$ cat config.mk
export PLATFORM = sky130hd
export DESIGN_NAME = prog_lut_eval
export DESIGN_NICKNAME = d
export VERILOG_FILES = /design/src/rtl/prog_lut_eval.sv
export SDC_FILE = /design/constraint.sdc
export NUM_CORES = 1
export LEC_CHECK = 0
export ABC_CLOCK_PERIOD_IN_PS = 1850
export CAP_MARGIN = 20
export CORE_UTILIZATION = 49
export DETAILED_ROUTE_END_ITERATION = 8
export PLACE_DENSITY_LB_ADDON = 0.1
export SKIP_LAST_GASP = 1
export SLEW_MARGIN = 5
export SYNTH_ARGS = -nofsm -noshare
export SYNTH_HDL_FRONTEND = slang
export SYNTH_SLANG_ARGS = --single-unit
$ cat constraint.sdc
create_clock -name clk -period 1.85 [get_ports clk]
set_input_delay 0.185 -clock clk [delete_from_list [all_inputs] [get_ports clk]]
set_output_delay 0.185 -clock clk [all_outputs]
set_load 0.005 [all_outputs]
$ cat src/rtl/prog_lut_eval.sv
// Programmable multi-channel LUT evaluator: N_CH truth tables share one input vector,
// behind a two-stage valid/ready pipeline with a configuration port that only writes when idle.
module prog_lut_eval #(
    parameter int unsigned N_IN = 3,
    parameter int unsigned N_CH = 2,
    parameter logic [(2**N_IN)-1:0] RST_TABLE = '0
) (
    input  logic                                       clk,
    input  logic                                       rst_n,
    input  logic                                       cfg_valid,
    output logic                                       cfg_ready,
    input  logic [((N_CH > 1) ? $clog2(N_CH) : 1)-1:0] cfg_ch,
    input  logic [(2**N_IN)-1:0]                       cfg_table,
    input  logic                                       cfg_inv,
    input  logic                                       in_valid,
    output logic                                       in_ready,
    input  logic [N_IN-1:0]                            in_x,
    output logic                                       out_valid,
    input  logic                                       out_ready,
    output logic [N_CH-1:0]                            out_y,
    output logic                                       cfg_err,
    output logic [15:0]                                out_cnt
);

    localparam int unsigned TW = 2**N_IN;
    localparam int unsigned CW = (N_CH > 1) ? $clog2(N_CH) : 1;

    logic [TW-1:0]   tbl [N_CH];
    logic [N_CH-1:0] inv;

    logic            s1_valid;
    logic [N_IN-1:0] s1_x;

    logic            s2_free;
    logic            s1_adv;
    logic            out_fire;
    logic            cfg_fire;
    logic            in_fire;
    logic            ch_ok;
    logic [N_CH-1:0] lookup;

    // Handshake decode; configuration only while both stages are empty and wins over input.
    always_comb begin
        s2_free   = !out_valid || out_ready;
        s1_adv    = s1_valid && s2_free;
        out_fire  = out_valid && out_ready;
        cfg_ready = rst_n && !s1_valid && !out_valid;
        cfg_fire  = cfg_valid && cfg_ready;
        in_ready  = rst_n && (!s1_valid || s1_adv) && !cfg_fire;
        in_fire   = in_valid && in_ready;
        ch_ok     = 32'(cfg_ch) < N_CH;
    end

    // Table lookup of the S1 vector, applied at the S1->S2 edge.
    always_comb begin
        lookup = '0;
        for (int c = 0; c < N_CH; c++) begin
            lookup[c] = tbl[c][s1_x] ^ inv[c];
        end
    end

    // Pipeline stages and transfer counter.
    always_ff @(posedge clk) begin
        if (!rst_n) begin
            s1_valid  <= 1'b0;
            s1_x      <= '0;
            out_valid <= 1'b0;
            out_y     <= '0;
            out_cnt   <= '0;
        end else begin
            if (s1_adv) begin
                out_y     <= lookup;
                out_valid <= 1'b1;
            end else if (out_fire) begin
                out_valid <= 1'b0;
            end

            if (in_fire) begin
                s1_x     <= in_x;
                s1_valid <= 1'b1;
            end else if (s1_adv) begin
                s1_valid <= 1'b0;
            end

            if (out_fire) begin
                out_cnt <= out_cnt + 16'd1;
            end
        end
    end

    // Channel tables and the sticky out-of-range write flag.
    always_ff @(posedge clk) begin
        if (!rst_n) begin
            for (int c = 0; c < N_CH; c++) begin
                tbl[c] <= RST_TABLE;
            end
            inv     <= '0;
            cfg_err <= 1'b0;
        end else begin
            for (int c = 0; c < N_CH; c++) begin
                if (cfg_fire && ch_ok && (cfg_ch == CW'(c))) begin
                    tbl[c] <= cfg_table;
                    inv[c] <= cfg_inv;
                end
            end
            if (cfg_fire && !ch_ok) begin
                cfg_err <= 1'b1;
            end
        end
    end

endmodule

==> impl_metrics.env, run 1 <==
export IMPL_status="finished clean"
export IMPL_powerDensity_nw_per_um2=717.3
export IMPL_synth_cells=165
export IMPL_syn_nets=184
export IMPL_rows=21
export IMPL_via_per_inst=5.274
export IMPL_synth_seq_cells=41
export IMPL_vias=1403
export IMPL_die_h_um=62.60
export IMPL_regArea_um2=982.2
export IMPL_post_place_ws_ps=-64.19
export IMPL_layout_setup_ws_ps=67.54
export IMPL_r2r_start="s1_x[0]"
export IMPL_drive_gt1_share_pct=14.09
export IMPL_ys_types=31
export IMPL_instances_no_fill=266
export IMPL_ff2ff_path_depth=4
export IMPL_holdCritStartpoint="in_x[2]"
export IMPL_crit_path_max_fanout=2
export IMPL_dp_cells=254
export IMPL_fin_total_pwr_w=0.001721
export IMPL_routedWlPerCell_um=14.08
export IMPL_antenna_cells=0
export IMPL_io_pins=40
export IMPL_hold_viol=0
export IMPL_die_w_um=62.60
export IMPL_crit_type="flop to output pin"
export IMPL_pwr_share_clk_pct=33.3
export IMPL_grt_pass1_wl_um=6154
export IMPL_swShare_pct=21.74
export IMPL_path_clk_slew_ps=120
export IMPL_fmax_mhz=561.0
export IMPL_irDropWorstVdd_mv=0.4737
export IMPL_rsz0062_at_grt="false"
export IMPL_min_period_over_period_pct=96.35
export IMPL_hp_class="input pin to flop"
export IMPL_min_to="s1_x[2]"
export IMPL_synth_top_area_share_pct=27.82
export IMPL_drtIter0Drc=92
export IMPL_track_usage_pct=20.57
export IMPL_cts_tree="built"
export IMPL_p_switching_w=0.0003742
export IMPL_yosys_area_top_type="dfxtp_1"
export IMPL_crit_arrival_ps=1600
export IMPL_grt_pass1_vias=1314
export IMPL_dp_hpwl_um=2693
export IMPL_cts_buffer_depth=2
export IMPL_area_growth_pct=33.38
export IMPL_seqPwrFrac_pct=57.3
export IMPL_clkSinkCount=41
export IMPL_synth_area_um2=1799
export IMPL_cts_hold_buf=0
export IMPL_rrSetupSlack_ps=200
export IMPL_setup_violations=0
export IMPL_critPathLaunchType="flop"
export IMPL_syn_area_per_cell_um2=10.90
export IMPL_p_int_w=0.001347
export IMPL_numPortBuffers=38
export IMPL_antenna_found_initial=0
export IMPL_grt_max_degree=20
export IMPL_fin_skew_ps=8.988
export IMPL_cap_violations=0
export IMPL_clkLatencyLatePin_ps=350
export IMPL_finalCriticalPeriod_ps=1782
export IMPL_multi_input_area_um2=770.7
export IMPL_fp_coreArea_um2=3416
export IMPL_drc_errors=0
export IMPL_holdPathStages=3
export IMPL_p_leak_nw=0.9107
export IMPL_final_nets=238
export IMPL_firstDrtPassIters=4
export IMPL_dieArea_um2=3918
export IMPL_cts_buffers=5
export IMPL_root_buffer="clkbuf_4"
export IMPL_place_gp_congestion=0.7745
export IMPL_ys_warn_count=0
export IMPL_ys_seq_area_share_pct=54.52
export IMPL_antenna_left=0
export IMPL_start_util_pct=52.67
export IMPL_r2r_end="out_y[0]"
export IMPL_combPwrFrac_pct=9.4
export IMPL_slew_violations=0
export IMPL_htree_num_levels=2
export IMPL_routed_wl_um=3746
export IMPL_n_fill_cell=258
export IMPL_endpoint_kind="output pin"
export IMPL_overflow=0
export IMPL_synth_area_top_cells="dfxtp_1 28%, edfxtp_1 27%, mux2i_1 5.6%, mux4_2 5.0%, and2_1 3.1%"
export IMPL_whs_ps=436.3
export IMPL_required_ps=1660
area by class of cell:
cell class                      instances  area share, %
Clock buffer                            5          1.564
Multi-Input combinational cell        115          32.12
Sequential cell                        41          40.93
Clock inverter                          3          1.721
Tap cell                               46          2.398
Inverter                                2         0.3128
Timing Repair Buffer                   54          20.96
power groups by stage:
stage	Combinational (W)	Clock (W)	Sequential [W]
finish	0.000161	0.000573	0.000987
global route	0.000174	0.000632	0.000991
CTS	0.000153	0.000588	0.000988
detailed placement	0.000152	0	0.00101
global placement	0.000147	0	0.00101
floorplan	0.0000729	0	0.00100
synth_stat cells:
master and n:
a211oi_1 2, a21oi_1 6, and2_1 9, and3_1 3, and4_1 2, buf_4 1, buf_6 2, clkbuf_1 4
conb_1 1, dfxtp_1 25, edfxtp_1 16, ha_1 1, inv_1 2, mux2i_1 10, mux4_2 4, nand2_1 15
nand2b_1 6, nand3_1 9, nand3b_1 1, nand4_1 6, nor2_1 15, nor2b_1 2, nor3_1 4, nor4_2 1
nor4bb_1 1, o21ai_0 4, or2_1 1, or3_1 2, or3b_2 1, xnor2_1 3, xor2_1 6
kinds of logic (layout without fill, tap and decap cells):
| family | count (synthesis) | in the layout | share of synthesized area [%] |
|---|---|---|---|
| xor+xnor | 9 | 9 | 4.381 |
| other cells | 1 | 1 | 0.2084 |
| buf+inv | 9 | 64 | 2.921 |
| flops | 41 | 41 | 54.52 |
| compound gates | 12 | 12 | 3.616 |
| mux | 14 | 14 | 10.57 |
| simple gates | 78 | 78 | 23.09 |
| fa+ha+maj | 1 | 1 | 0.6953 |
worst max-delay path by stage:
stage                          from    endpoint  depth (start not counted)  slack, ps
final                      s1_valid    in_ready                          3         70
after floorplan           out_valid  tbl[0][10]                          5        220
after CTS                     rst_n   cfg_ready                          5         50
after global placement    cfg_valid    in_ready                          4        -50
after global routing       s1_valid    in_ready                          3          7
after detailed placement  cfg_valid    in_ready                          4        -60
timing repair:
action	4_1_cts	5_1_grt
pin swaps	0	0
setup buffers	0	4
endpoints found under the setup margin	1	2
gates resized for setup	2	2
state kept, by name, summed over array words and instances, names as in the netlist:
signal,count
inv,2
out_cnt,16
s1_valid,1
out_valid,1
s1_x,3
tbl,16
out_y,2
layout by cell type (no fill, tap or decap), types with 6 or more instances in the layout:
cell type,n
edfxtp_1,16
xor2_1,6
buf_4,15
nand3_1,9
nand4_1,6
and2_1,9
nor2_1,15
nand2_1,15
nand2b_1,6
dfxtp_1,24
a21oi_1,6
clkdlybuf4s50_1,37
mux2i_1,10
per-layer routing:
metal | GRT usage [%] | share of wire [%]
met1 | 25.06 | 47
met2 | 34.78 | 49
met3 | 4.197 | 2.8
met4 | 9.593 | 1.9
met5 | 0 | 0
through the flow:
stage / cell area (um^2) / setup TNS [ps] / utilization (%)
4_1_cts: 2361 / 0 / 69.12
6_report: 2400 / 0 / 70.26
2_1_floorplan: 1799 / 0 / -
5_1_grt: 2400 / 0 / 70.26
3_3_place_gp: 2282 / -46.21 / 66.81
3_5_place_dp: 2282 / -64.19 / 66.81
critical path, cell delays in order (launching register included):
cell and delay (ps):
dfxtp_2 340, or3b_2 470, and3_4 190, dlygate4sd2_1 250
(Power assumes the default switching activity.)
==> inputs of run 2 (changes only) <==
--- a/config.mk
+++ b/config.mk
@@ -7,9 +7,10 @@
 export LEC_CHECK = 0
 export ABC_CLOCK_PERIOD_IN_PS = 1850
 export CAP_MARGIN = 20
-export CORE_UTILIZATION = 49
+export CORE_UTILIZATION = 60
 export DETAILED_ROUTE_END_ITERATION = 8
-export PLACE_DENSITY_LB_ADDON = 0.1
+export DONT_BUFFER_PORTS = 1
+export PLACE_DENSITY = 0.84
 export SKIP_LAST_GASP = 1
 export SLEW_MARGIN = 5
 export SYNTH_ARGS = -nofsm -noshare
==> run 2 against run 1 <==
Compared with the run above: the flow now finishes with violations (DRC); largest power group unchanged; non-clock buffer count shrank 43; maximum frequency rose by 2.0%; utilization is 0.35 points higher; sequential share of layout area rose by 8.6 points.
==> impl_metrics.env, run 2 (same netlist as run 1, synthesis figures left out) <==
export IMPL_worst_pin_slew_ps=634.8
export IMPL_final_common_cell="dfxtp_1"
export IMPL_rrSetupSlack_ps=100
export IMPL_fp_coreArea_um2=2805
export IMPL_hp_class="input pin to flop"
export IMPL_rsz0062_at_grt="false"
export IMPL_irDropWorstVdd_mv=0.6507
export IMPL_area_growth_pct=10.08
export IMPL_slew_violations=0
export IMPL_place_gp_congestion=0.7803
export IMPL_final_setup_tns_ps=0
export IMPL_fin_area_um2=1981
export IMPL_numPortBuffers=0
export IMPL_routedWlPerCell_um=16.96
export IMPL_cp_cell_sequence="nor4bb_2 -> buf_4 -> nand2_1 -> nand2_1"
export IMPL_postCtsSetupBuffers=0
export IMPL_clkLatencyLatePin_ps=360
export IMPL_crit_type="flop to flop"
export IMPL_final_nets=195
export IMPL_setup_violations=0
export IMPL_placed_cell_area_um2=1823
export IMPL_reg_top3="out_cnt: 16 flops, tbl: 16 flops, s1_x: 3 flops"
export IMPL_dieArea_um2=3222
export IMPL_antenna_found_initial=0
export IMPL_drive_gt1_share_pct=10.73
export IMPL_io_pins=40
export IMPL_overflow=0
export IMPL_clkSinkCount=41
export IMPL_fin_util_pct=70.61
export IMPL_cts_buffer_depth=2
export IMPL_fin_skew_ps=15.23
export IMPL_status="finished with violations"
export IMPL_antenna_cells=0
export IMPL_r2r_end="tbl[0][8]"
export IMPL_hold_viol=0
export IMPL_grt_max_degree=21
export IMPL_cts_buffers=5
export IMPL_min_period_over_period_pct=94.47
export IMPL_r2r_start="s1_valid"
export IMPL_max_stage_delay_ps=420
export IMPL_root_buffer="clkbuf_4"
export IMPL_cap_violations=0
export IMPL_via_per_inst=6.072
export IMPL_violations="DRC"
export IMPL_antenna_left=0
export IMPL_powerDensity_nw_per_um2=841.1
export IMPL_endpoint_kind="flop"
export IMPL_slowest_stage="dfxtp_1"
export IMPL_critPathLaunchType="flop"
export IMPL_routed_wl_um=3527
export IMPL_htree_num_levels=2
export IMPL_grt_pass1_vias=1282
export IMPL_vias=1263
export IMPL_relSlewSlack_pct=57.63
export IMPL_die_h_um=56.76
export IMPL_crit_path_max_fanout=11
export IMPL_crit_end="tbl[0][8]"
export IMPL_dp_hpwl_um=2321
export IMPL_rows=19
export IMPL_grt_pass1_wl_um=5471
export IMPL_drtIter0Drc=75
export IMPL_die_w_um=56.76
export IMPL_required_ps=1880
export IMPL_cts_tree="built"
export IMPL_firstDrtPassIters=6
export IMPL_fmax_mhz=572.2
export IMPL_layout_common_cells="25 x dfxtp_1, 16 x edfxtp_1, 15 x nor2_1, 14 x nand2_1, 10 x mux2i_1"
export IMPL_crit_path_frequent_cell="nand2_1"
export IMPL_holdCritStartpoint="cfg_ch"
export IMPL_start_util_pct=64.14
export IMPL_crit_start="s1_valid"
export IMPL_p_leak_nw=0.7418
export IMPL_ff2ff_path_depth=4
export IMPL_finalCriticalPeriod_ps=1748
export IMPL_path_clk_slew_ps=130
export IMPL_track_usage_pct=23.81
export IMPL_crit_arrival_ps=1780
export IMPL_drc_errors=9
## run 2: changes by cell type in the layout (fill, tap and decap cells not counted), sizes merged
| cell | change |
|---|---|
| clkdlybuf4s50 | -37 |
| buf | -12 |
| dlygate4sd2 | -1 |
| dlygate4sd3 | +7 |
## run 2: layout make-up
| class | count | area, um^2 |
|---|---|---|
| Fill cell | 189 | 824.5 |
| Sequential cell | 41 | 980.9 |
| Tap cell | 31 | 38.79 |
| Multi-Input combinational cell | 115 | 774.5 |
| Timing Repair Buffer | 11 | 100.1 |
| Inverter | 2 | 7.507 |
| Clock inverter | 3 | 41.29 |
| Clock buffer | 5 | 37.54 |
## run 2: metal layers
layer	track usage (%)	part of all wire (%)	vias up
met5	0	0	-
met4	13.24	3.9	0
met3	9.447	6.4	13
met2	42.86	53	48
met1	22.89	36	597
li1	-	-	605
## run 2: critical path: cells and delay by family (launching register included)
| kind | cells | cell delay [ps] |
|---|---|---|
| AND/OR/NAND/NOR | 3 | 760 |
| flip-flops | 1 | 420 |
| buffers and inverters | 1 | 230 |
## run 2: timing repair
| item | 4_1_cts | 5_1_grt |
|---|---|---|
| setup endpoints to repair | 0 | 16 |
| gates resized for setup | 0 | 2 |
| hold buffers | 7 | 0 |
| hold endpoints to repair | 12 | 0 |
## run 2: report_power, final
group          internal (W)  switching (W)  leakage, nW   total, W
clock network      0.000280       0.000300       0.0389   0.000580
registers          0.000972      0.0000166        0.369   0.000989
logic             0.0000473      0.0000498        0.334  0.0000971
total               0.00130       0.000367        0.742    0.00167
## run 2: worst min path at each step
stage / cells after the start / endpoint
final: 3 / inv[1]
after global routing: 1 / tbl[0][14]
after CTS: 3 / inv[1]
after detailed placement: 2 / out_y[0]
after global placement: 2 / inv[0]
after floorplan: 2 / inv[0]
## run 2: metrics by stage
| stage | hold slack, ps | setup slack [ps] | total power [W] | instances |
|---|---|---|---|---|
| 6_report | 31.61 | 102.4 | 0.001666 | 208 |
| 5_1_grt | 22.10 | 29.83 | 0.001721 | 208 |
| 4_1_cts | 22.14 | 75.25 | 0.001666 | 208 |
| 3_5_place_dp | 340.4 | 115.0 | 0.001089 | 193 |
| 3_3_place_gp | 331.3 | 210.8 | 0.001083 | 193 |
| 2_1_floorplan | 328.9 | 224.8 | 0.001075 | 165 |
==> inputs of run 3 (changes only) <==
--- a/config.mk
+++ b/config.mk
@@ -6,7 +6,6 @@
 export NUM_CORES = 1
 export LEC_CHECK = 0
 export ABC_CLOCK_PERIOD_IN_PS = 1850
-export CAP_MARGIN = 20
 export CORE_UTILIZATION = 60
 export DETAILED_ROUTE_END_ITERATION = 8
 export DONT_BUFFER_PORTS = 1
==> results of run 3 <==
The final DEF is identical to that of run 2; final timing and power are the same.
